$ cat src/rtl/seq_frame_tx.sv
`default_nettype none
// ============================================================================
// Module      : seq_frame_tx
// Description : Serial frame transmitter. Accepts a payload word over a
//               valid/ready handshake and shifts out, one bit per clock, a
//               sync pattern (MSB-first), the payload (MSB-first) and a run
//               of forced-low gap bits.
// Revision    : 1.0 - initial release
// ============================================================================
module seq_frame_tx #(
    parameter int                SYNC_W     = 4,
    parameter logic [SYNC_W-1:0] SYNC_PAT   = 4'b1101,
    parameter int                DATA_W     = 8,
    parameter int                GAP_CYCLES = 2
) (
    input  logic              clk,
    input  logic              rst,
    input  logic [DATA_W-1:0] data_in,
    input  logic              data_valid,
    output logic              data_ready,
    output logic              outp,
    output logic              busy,
    output logic              frame_done
);

    // Counter must hold the longest phase length without wrapping.
    localparam int c_MAX_A = (SYNC_W > DATA_W) ? SYNC_W : DATA_W;
    localparam int c_MAX_B = (c_MAX_A > GAP_CYCLES) ? c_MAX_A : GAP_CYCLES;
    localparam int c_MAX   = (c_MAX_B > 1) ? c_MAX_B : 1;
    localparam int c_CNT_W = $clog2(c_MAX) + 1;
    localparam int c_SR_W  = SYNC_W + DATA_W;

    localparam logic [c_CNT_W-1:0] c_ONE       = c_CNT_W'(1);
    localparam logic [c_CNT_W-1:0] c_SYNC_LAST = c_CNT_W'(SYNC_W);
    localparam logic [c_CNT_W-1:0] c_DATA_LAST = c_CNT_W'(DATA_W);
    localparam logic [c_CNT_W-1:0] c_DATA_PEN  = c_CNT_W'(DATA_W - 1);
    localparam logic [c_CNT_W-1:0] c_GAP_LAST  = c_CNT_W'(GAP_CYCLES);

    typedef enum logic [1:0] {
        S_IDLE = 2'd0,
        S_SYNC = 2'd1,
        S_DATA = 2'd2,
        S_GAP  = 2'd3
    } state_t;

    state_t               r_state;
    logic [c_CNT_W-1:0]   r_cnt;
    logic [c_SR_W-1:0]    r_sr;
    logic                 r_ready;
    logic                 r_outp;
    logic                 r_busy;
    logic                 r_fd;
    logic [c_SR_W-1:0]    w_load;

    // Sync and payload share one shift register so every bit is just its MSB.
    assign w_load = {SYNC_PAT, data_in};

    // Frame sequencer: phase counter, shift register and registered outputs.
    always_ff @(posedge clk) begin
        if (rst) begin
            r_state <= S_IDLE;
            r_cnt   <= '0;
            r_sr    <= '0;
            r_ready <= 1'b0;
            r_outp  <= 1'b0;
            r_busy  <= 1'b0;
            r_fd    <= 1'b0;
        end else begin
            case (r_state)
                S_IDLE: begin
                    r_outp <= 1'b0;
                    r_busy <= 1'b0;
                    r_fd   <= 1'b0;
                    if (data_valid && r_ready) begin
                        // First sync bit goes out on the acceptance edge itself.
                        r_sr    <= w_load << 1;
                        r_outp  <= w_load[c_SR_W-1];
                        r_busy  <= 1'b1;
                        r_ready <= 1'b0;
                        r_cnt   <= c_ONE;
                        r_state <= S_SYNC;
                    end else begin
                        r_ready <= 1'b1;
                    end
                end
                S_SYNC: begin
                    r_outp <= r_sr[c_SR_W-1];
                    r_sr   <= r_sr << 1;
                    if (r_cnt == c_SYNC_LAST) begin
                        // This edge already emits the payload MSB.
                        r_cnt   <= c_ONE;
                        r_fd    <= (DATA_W == 1);
                        r_state <= S_DATA;
                    end else begin
                        r_cnt <= r_cnt + c_ONE;
                    end
                end
                S_DATA: begin
                    if (r_cnt == c_DATA_LAST) begin
                        r_outp <= 1'b0;
                        r_fd   <= 1'b0;
                        if (GAP_CYCLES == 0) begin
                            r_busy  <= 1'b0;
                            r_ready <= 1'b1;
                            r_state <= S_IDLE;
                        end else begin
                            r_cnt   <= c_ONE;
                            r_state <= S_GAP;
                        end
                    end else begin
                        r_outp <= r_sr[c_SR_W-1];
                        r_sr   <= r_sr << 1;
                        r_fd   <= (r_cnt == c_DATA_PEN);
                        r_cnt  <= r_cnt + c_ONE;
                    end
                end
                S_GAP: begin
                    r_outp <= 1'b0;
                    if (r_cnt == c_GAP_LAST) begin
                        r_busy  <= 1'b0;
                        r_ready <= 1'b1;
                        r_state <= S_IDLE;
                    end else begin
                        r_cnt <= r_cnt + c_ONE;
                    end
                end
                default: begin
                    r_state <= S_IDLE;
                end
            endcase
        end
    end

    assign data_ready = r_ready;
    assign outp       = r_outp;
    assign busy       = r_busy;
    assign frame_done = r_fd;

endmodule
`default_nettype wire
$ cat config.mk
export PLATFORM = sky130hd
export DESIGN_NAME = seq_frame_tx
export DESIGN_NICKNAME = d
export VERILOG_FILES = /design/src/rtl/seq_frame_tx.sv
export SDC_FILE = /design/constraint.sdc
export NUM_CORES = 1
export LEC_CHECK = 0
export ABC_AREA = 1
export CORE_AREA = 8 8 64 66
export DETAILED_ROUTE_END_ITERATION = 6
export DIE_AREA = 0 0 72 74
export PLACE_DENSITY_LB_ADDON = 0.2
export SLEW_MARGIN = 0
export SYNTH_ARGS = -nofsm -noshare
export SYNTH_HDL_FRONTEND = slang
export SYNTH_SLANG_ARGS = --single-unit
export TNS_END_PERCENT = 30
$ cat constraint.sdc
create_clock -name clk -period 1.7 [get_ports clk]
set_input_delay 0.255 -clock clk [delete_from_list [all_inputs] [get_ports clk]]
set_output_delay 0.255 -clock clk [all_outputs]
set_load 0.01 [all_outputs]
==> results of run 1 <==
-- cell usage after synthesis --
master / count
nand2_1: 37
nor2_1: 31
dfxtp_1: 21
inv_1: 17
ha_1: 9
a21oi_1: 8
mux2i_1: 7
nand3_1: 7
o21ai_0: 6
nand2_2: 3
buf_2: 2
buf_6: 2
nand3_2: 2
nor2_2: 2
nor3_1: 2
o21ai_1: 2
a21boi_0: 1
and3_4: 1
inv_2: 1
nand4_1: 1
nand4_2: 1
o22ai_1: 1
xor2_1: 1
-- what timing repair did --
item	CTS	global route
resized for setup	0	1
buffers inserted	0	0
endpoints found under the setup margin	0	10
-- sequential cells by signal, summed over array words and instances, names as in the netlist --
name / flops
r_sr: 11
r_cnt: 4
r_state: 2
busy: 1
data_ready: 1
frame_done: 1
outp: 1
-- worst max-delay path: cells and delay by family (launching register included) --
family	cells	cell delay, ps
simple gates	5	640
buf+inv	1	110
fa+ha+maj	1	260
flops	1	430
-- metrics by stage --
step | instance area (µm²) | std cells | setup slack (ps) | total power (µW)
floorplan | 1190 | 165 | 318 | 1670
global placement | 1380 | 225 | 175 | 1900
detailed placement | 1380 | 225 | 87.4 | 1920
CTS | 1410 | 229 | 46.1 | 2180
global route | 1410 | 229 | 26.7 | 2370
finish | 1410 | 229 | 153 | 2160
-- per-layer routing --
metal / part of all wire (%) / track usage (%) / up-vias / wire [µm]
met1: 47 / 10.8 / 464 / 1140
li1: - / - / 554 / -
met4: 1.6 / 4.08 / 0 / 38
met2: 47 / 16.9 / 18 / 1130
met3: 3.8 / 2.16 / 4 / 91
met5: 0 / 0 / - / 0
-- report_power, final --
group / total, µW / internal, µW / switching [µW]
registers: 752 / 657 / 95.0
logic: 1160 / 493 / 663
clock network: 256 / 87.9 / 168
total: 2160 / 1240 / 925
-- placed cells by master (no fill, tap or decap) --
cell type	instances
mux2i_1	7
xor2_1	1
nand4_1	1
ha_2	1
clkdlybuf4s50_1	14
clkbuf_4	3
and3_4	1
nand3_1	7
nand2_2	3
ha_1	8
o21ai_0	6
nand4_2	1
a21oi_1	8
nand2_1	37
inv_1	17
o22ai_1	1
o21ai_1	2
dfxtp_1	21
nand3_2	2
clkinv_2	1
nor2_2	2
nor3_1	2
inv_2	1
buf_4	4
a21boi_0	1
nor2_1	31
-- cells by family after synthesis --
| logic type | synth area share (%) |
|---|---|
| compound gates | 7.90 |
| xor+xnor | 0.738 |
| fa+ha+maj | 9.48 |
| buf+inv | 8.43 |
| flops | 35.4 |
| mux | 5.90 |
| simple gates | 32.1 |
-- area by class of cell --
cell class | instances | area (µm²)
Fill cell | 339 | 1770
Inverter | 18 | 67.6
Clock buffer | 3 | 22.5
Clock inverter | 1 | 5.00
Timing Repair Buffer | 18 | 170
Multi-Input combinational cell | 122 | 669
Tap cell | 46 | 57.6
Sequential cell | 21 | 420
-- worst max-delay path by stage --
stage	from	end	slack [ps]	cells after the start
floorplan	r_state[0]	r_sr[2]	320	8
global placement	r_state[0]	r_sr[4]	180	6
detailed placement	r_state[0]	r_sr[3]	90	6
CTS	r_state[0]	r_sr[3]	50	6
global route	r_state[0]	r_sr[9]	30	7
finish	r_state[0]	r_sr[3]	150	7
==> summary.txt, run 1 <==
Clock tree
  • Clock Sinks: 21
  • Cts bufs inserted: 3
  • Clock tree buffer depth: 2
  • Clk slew on worst S/H paths: 130 ps
  • Clock Latency Late Sink: 310 ps
  • Root buffer cell: clkbuf_4
  • CTS tree: done
  • CTS H-tree depth: 1
  • Hold buffers post-CTS: 0

Floorplan
  • Die footprint: 5330 µm²
  • Die Ht: 74 µm
  • Initial Util: 37.3%
  • I/O pins: 15
  • Row count: 21
  • DIE WIDTH: 72 µm
  • Core footprint: 3180 µm²

Logic synthesis
  • Flops & latches, synth: 21
  • Yosys top cell area share: 35.4%
  • Ranking of synthesized cells by area: dfxtp_1 35%, nand2_1 12%, nor2_1 9.8%, ha_1 9.5%, mux2i_1 5.9%
  • Cell taking the most area after synthesis: dfxtp_1
  • Synth warn: 0
  • Cell variety after synth: 23
  • Post-Syn Area: 1190 µm²
  • Gate Count Post-Synth: 165
  • Syn avg cell area: 7.20 µm²
  • Syn Nets: 185
  • Post-synthesis sequential area ratio: 35.4%

Hold path
  • Hold EP: r_sr[7]
  • Min-Delay Startpoint: r_sr[7]
  • Hold depth: 2
  • Worst min path class: register to register

Cells and area
  • NumNets Final: 204
  • Antenna diodes: 0
  • Area growth from synthesis to layout: 19.0%
  • Fraction of layout cells with a size suffix above 1: 10.4%
  • Final core area utilization: 44.4%

Route
  • Drt first pass iters: 4
  • Routed vias/inst: 4.54
  • Initial DRC Count: 62
  • Wire per inst: 10.5 µm
  • Antenna-violating nets left: 0
  • Detailed Route WL: 2400 µm
  • Total number of vias: 1040
  • DRC violations left: 0

Place
  • # port buffers: 14
  • Routability cong.: 0.873
  • Hpwl dp: 1850 µm

Critical path
  • Critical Path Fanout Max: 22
  • RR Startpoint: r_state[0]
  • Largest stage delay, worst path: 430 ps
  • CP Capture Type: register
  • Slowest-stage cell, CP: dfxtp_1
  • Reg-to-reg endpoint: r_sr[3]
  • Critical path arrival: 1770 ps
  • Reg-to-reg slack, setup: 150 ps
  • Crit path top cell by count: nand2_1
  • Worst Path Required: 1920 ps
  • Worst Reg2Reg Path Length in Cells: 7
  • Crit path kind: register to register
  • CP cell instances: inv_1 > ha_1 > nand4_2 > and3_4 > nand2_1 > nand2_1 > nor2_1
  • Nature of the critical path startpoint: register

STA
  • Slew headroom: 82.6%
  • Max Clk Rate: 0.646 GHz
  • Setup TNS: 0 ps
  • Period utilization: 91.0%
  • Skew final: 7.08 ps
  • Endpoints failing setup: 0
  • Hold Worst Slack: 494 ps
  • Slew Limit Fails: 0
  • RSZ-0062 raised after global routing: false
  • Worst slew pin tran: 261 ps
  • Period minus WS final: 1550 ps
  • Final hold violation count: 0

Global route
  • Overall routing resource usage: 9.56%
  • Initial antenna violation count: 0
  • Total grt overflow: 0
  • First-pass GRT wire length: 4130 µm
  • Number of global-route vias before repair: 984
  • Largest net degree at the start of global routing: 23

Pwr
  • Leak: 0.000642 µW
  • Worst vdd ir: 0.660 mV
  • Pwr dens: 1530 nW/µm²

Run status
  • Run status: finished, final reports clean

Flow run
  • Max-cap viol count: 0
No activity file was read; power rests on OpenSTA's default activity.
==> run 2: changes to the inputs <==
--- a/config.mk
+++ b/config.mk
@@ -7,8 +7,10 @@
 export LEC_CHECK = 0
 export ABC_AREA = 1
+export CAP_MARGIN = 20
 export CORE_AREA = 8 8 64 66
 export DETAILED_ROUTE_END_ITERATION = 6
 export DIE_AREA = 0 0 72 74
 export PLACE_DENSITY_LB_ADDON = 0.2
+export SETUP_SLACK_MARGIN = 0.5
 export SLEW_MARGIN = 0
 export SYNTH_ARGS = -nofsm -noshare
==> constraint.sdc (replaced) <==
create_clock -name clk -period 1.7 [get_ports clk]
set_input_delay 0.255 -clock clk [delete_from_list [all_inputs] [get_ports clk]]
set_output_delay 0.255 -clock clk [all_outputs]
set_load 0.005 [all_outputs]
==> run 2 against run 1 <==
Non-clock buffer count up 8. Final area rose by 19%. Core utilization is 8.4 points higher. Worst setup slack improved by 230 ps. Routed wire length is 22% higher. Power increased by 23%. Sequential power grew 3.1%. Sequential share of layout area fell by 3.8 points. Largest cell class unchanged.
==> summary.txt, run 2 (synthesis gave the netlist of run 1 again) <==
Critical path
  • Nature of the critical path startpoint: register (unchanged)
  • Critical Path Fanout Max: 6 (was 22)
  • Worst Path Required: 1920 ps (about the same)
  • WP buf/inv: 2 (was 1)
  • Critical path arrival: 1530 ps (was 1770 ps)
  • CP Capture Type: register (unchanged)
  • Largest stage delay, worst path: 380 ps (was 430 ps)
  • Reg-to-reg slack, setup: 380 ps (was 150 ps)
  • Top delay family on crit path: flip-flops (was simple AND/OR/NAND/NOR gates)
  • Setup crit start: r_state[0] (unchanged)
  • Crit path top cell by count: o21ai_0 (was nand2_1)
  • CP cell instances: buf_4 > ha_2 > nand3_2 > o21ai_0 > o21ai_0 > inv_1 (was inv_1 > ha_1 > nand4_2 > and3_4 > nand2_1 > nand2_1 > nor2_1)
  • Crit path kind: register to register (unchanged)
  • Slowest-stage cell, CP: dfxtp_4 (was dfxtp_1)
  • RR Startpoint: r_state[0] (unchanged)

Hold path
  • Min-Delay Startpoint: r_sr[11] (was r_sr[7])
  • Worst min path class: register to register (unchanged)

Pwr
  • Worst vdd ir: 0.634 mV (was 0.660 mV)
  • Pwr dens: 1590 nW/µm² (was 1530 nW/µm²)
  • Total power: 2670 µW (was 2160 µW)
  • Leak: 0.000736 µW (was 0.000642 µW)

STA
  • Endpoints failing setup: 0 (unchanged)
  • Setup ws final: 382 ps (was 153 ps)
  • Setup TNS: 0 ps (unchanged)
  • Worst slew pin tran: 520 ps (was 261 ps)
  • Skew final: 3.12 ps (was 7.08 ps)
  • Final hold violation count: 0 (unchanged)
  • Slew headroom: 65.3% (was 82.6%)
  • Period utilization: 77.5% (was 91.0%)
  • Max Clk Rate: 0.759 GHz (was 0.646 GHz)
  • Period minus WS final: 1320 ps (was 1550 ps)
  • RSZ-0062 raised after global routing: true (was false)
  • Slew Limit Fails: 0 (unchanged)

Clock tree
  • Clk slew on worst S/H paths: 120 ps (was 130 ps)
  • Clock tree buffer depth: 2 (unchanged)
  • CTS tree: done (unchanged)
  • Cts bufs inserted: 3 (unchanged)
  • Hold buffers post-CTS: 0 (unchanged)
  • Root buffer cell: clkbuf_4 (unchanged)
  • CTS H-tree depth: 1 (unchanged)
  • Clock Latency Late Sink: 310 ps (about the same)
  • Clock Sinks: 21 (unchanged)

Cells and area
  • Fraction of layout cells with a size suffix above 1: 29.5% (was 10.4%)
  • Biggest regs: r_sr x11, r_cnt x4, r_state x2 (unchanged)
  • Area growth from synthesis to layout: 41.5% (was 19.0%)
  • Commonest non-fill, non-tap cells in the layout: 33 x nand2_1, 30 x nor2_1, 13 x inv_1, 13 x dfxtp_1, 10 x clkdlybuf4s50_1 (was 37 x nand2_1, 31 x nor2_1, 21 x dfxtp_1)
  • Biggest register: r_sr (unchanged)
  • Max FFs per register: 11 (unchanged)
  • NumNets Final: 214 (was 204)
  • Multi-input gate area: 833 µm² (was 669 µm²)
  • Filler cells: 311 (was 339)
  • Register Area: 435 µm² (was 420 µm²)
  • Antenna diodes: 0 (unchanged)
  • Commonest non-fill, non-tap cell in the layout: nand2_1 (unchanged)

Route
  • Total number of vias: 1143 (was 1040)
  • Drt first pass iters: 4 (unchanged)
  • Detailed Route WL: 2920 µm (was 2400 µm)
  • Initial DRC Count: 39 (was 62)
  • Routed vias/inst: 4.78 (was 4.54)
  • DRC violations left: 0 (unchanged)
  • Antenna-violating nets left: 0 (unchanged)
  • Wire per inst: 12.2 µm (was 10.5 µm)

Floorplan
  • Row count: 21 (unchanged)
  • I/O pins: 15 (unchanged)
  • Die footprint: 5330 µm² (unchanged)
  • Initial Util: 37.3% (unchanged)
  • DIE WIDTH: 72 µm (unchanged)
  • Core footprint: 3180 µm² (unchanged)
  • Die Ht: 74 µm (unchanged)

Run status
  • Run status: finished, final reports clean (unchanged)

Place
  • # port buffers: 14 (unchanged)
  • Routability cong.: 0.861 (was 0.873)
  • Pre-CTS WS: 125 ps (was 87.4 ps)
  • Hpwl dp: 1830 µm (was 1850 µm)

Global route
  • Overall routing resource usage: 11.6% (was 9.56%)
  • First-pass GRT wire length: 4910 µm (was 4130 µm)
  • Initial antenna violation count: 0 (unchanged)
  • Total grt overflow: 0 (unchanged)
  • Number of global-route vias before repair: 1149 (was 984)
  • Largest net degree at the start of global routing: 18 (was 23)

Flow run
  • Max-cap viol count: 0 (unchanged)
-- run 2: cell types whose count changed in the layout (fill, tap and decap cells not counted), moves of 4 or more --
cell | previous run | this run
buf_4 | 4 | 9
nand2_4 | 0 | 6
nand2_1 | 37 | 33
dfxtp_1 | 21 | 13
inv_4 | 0 | 4
clkdlybuf4s50_1 | 14 | 10
dfxtp_2 | 0 | 6
inv_1 | 17 | 13
ha_1 | 8 | 2
-- run 2: layout make-up --
class                   count  share of cell area [%]
clock buffers               3                    1.34
inverters                  18                    4.62
multi-input cells         124                    49.6
repair buffers             26                    14.8
clock inverters             1                   0.298
flip-flops and latches     21                    25.9
well taps                  46                    3.43
-- run 2: repair_timing --
item                                    in CTS  in global routing
endpoints found under the setup margin      24                 22
pin swaps                                    4                  2
gates resized for setup                     16                 22
setup buffers                                9                  2
gates cloned                                 2                  0
-- run 2: routing by layer --
layer / global-route usage [%] / wire length (µm)
met5: 0 / 0
met4: 7.26 / 91
met3: 2.02 / 86
met2: 20.1 / 1520
met1: 12.9 / 1220
-- run 2: worst paths after layout --
| path | cells after the start | end |
|---|---|---|
| setup / recovery | 6 | data_ready |
| hold reg to reg | 2 | r_sr[11] |
| hold / removal | 2 | r_sr[11] |
| setup reg to reg | 6 | data_ready |
-- run 2: power by group --
group | leakage, µW | total (µW) | switching [µW] | internal (µW)
Sequential | 0.000177 | 775 | 102 | 673
Combinational | 0.000541 | 1650 | 861 | 784
Clock | 0.0000177 | 250 | 162 | 87.9
Total | 0.000736 | 2670 | 1120 | 1540
-- run 2: worst register-to-register path, cell delays in order (launching register included) --
cell and delay (ps):
dfxtp_4 380, buf_4 140, ha_2 210, nand3_2 120
o21ai_0 140, o21ai_0 180, inv_1 50
-- run 2: per-stage QoR --
step                util [%]  cells  area (µm²)  hold WS (ps)
floorplan                  -    165        1260           317
finish                  52.9    239        1680           496
detailed placement      44.7    222        1420           471
global route            52.9    239        1680           519
global placement        44.7    222        1420           464
CTS                     49.7    237        1580           498
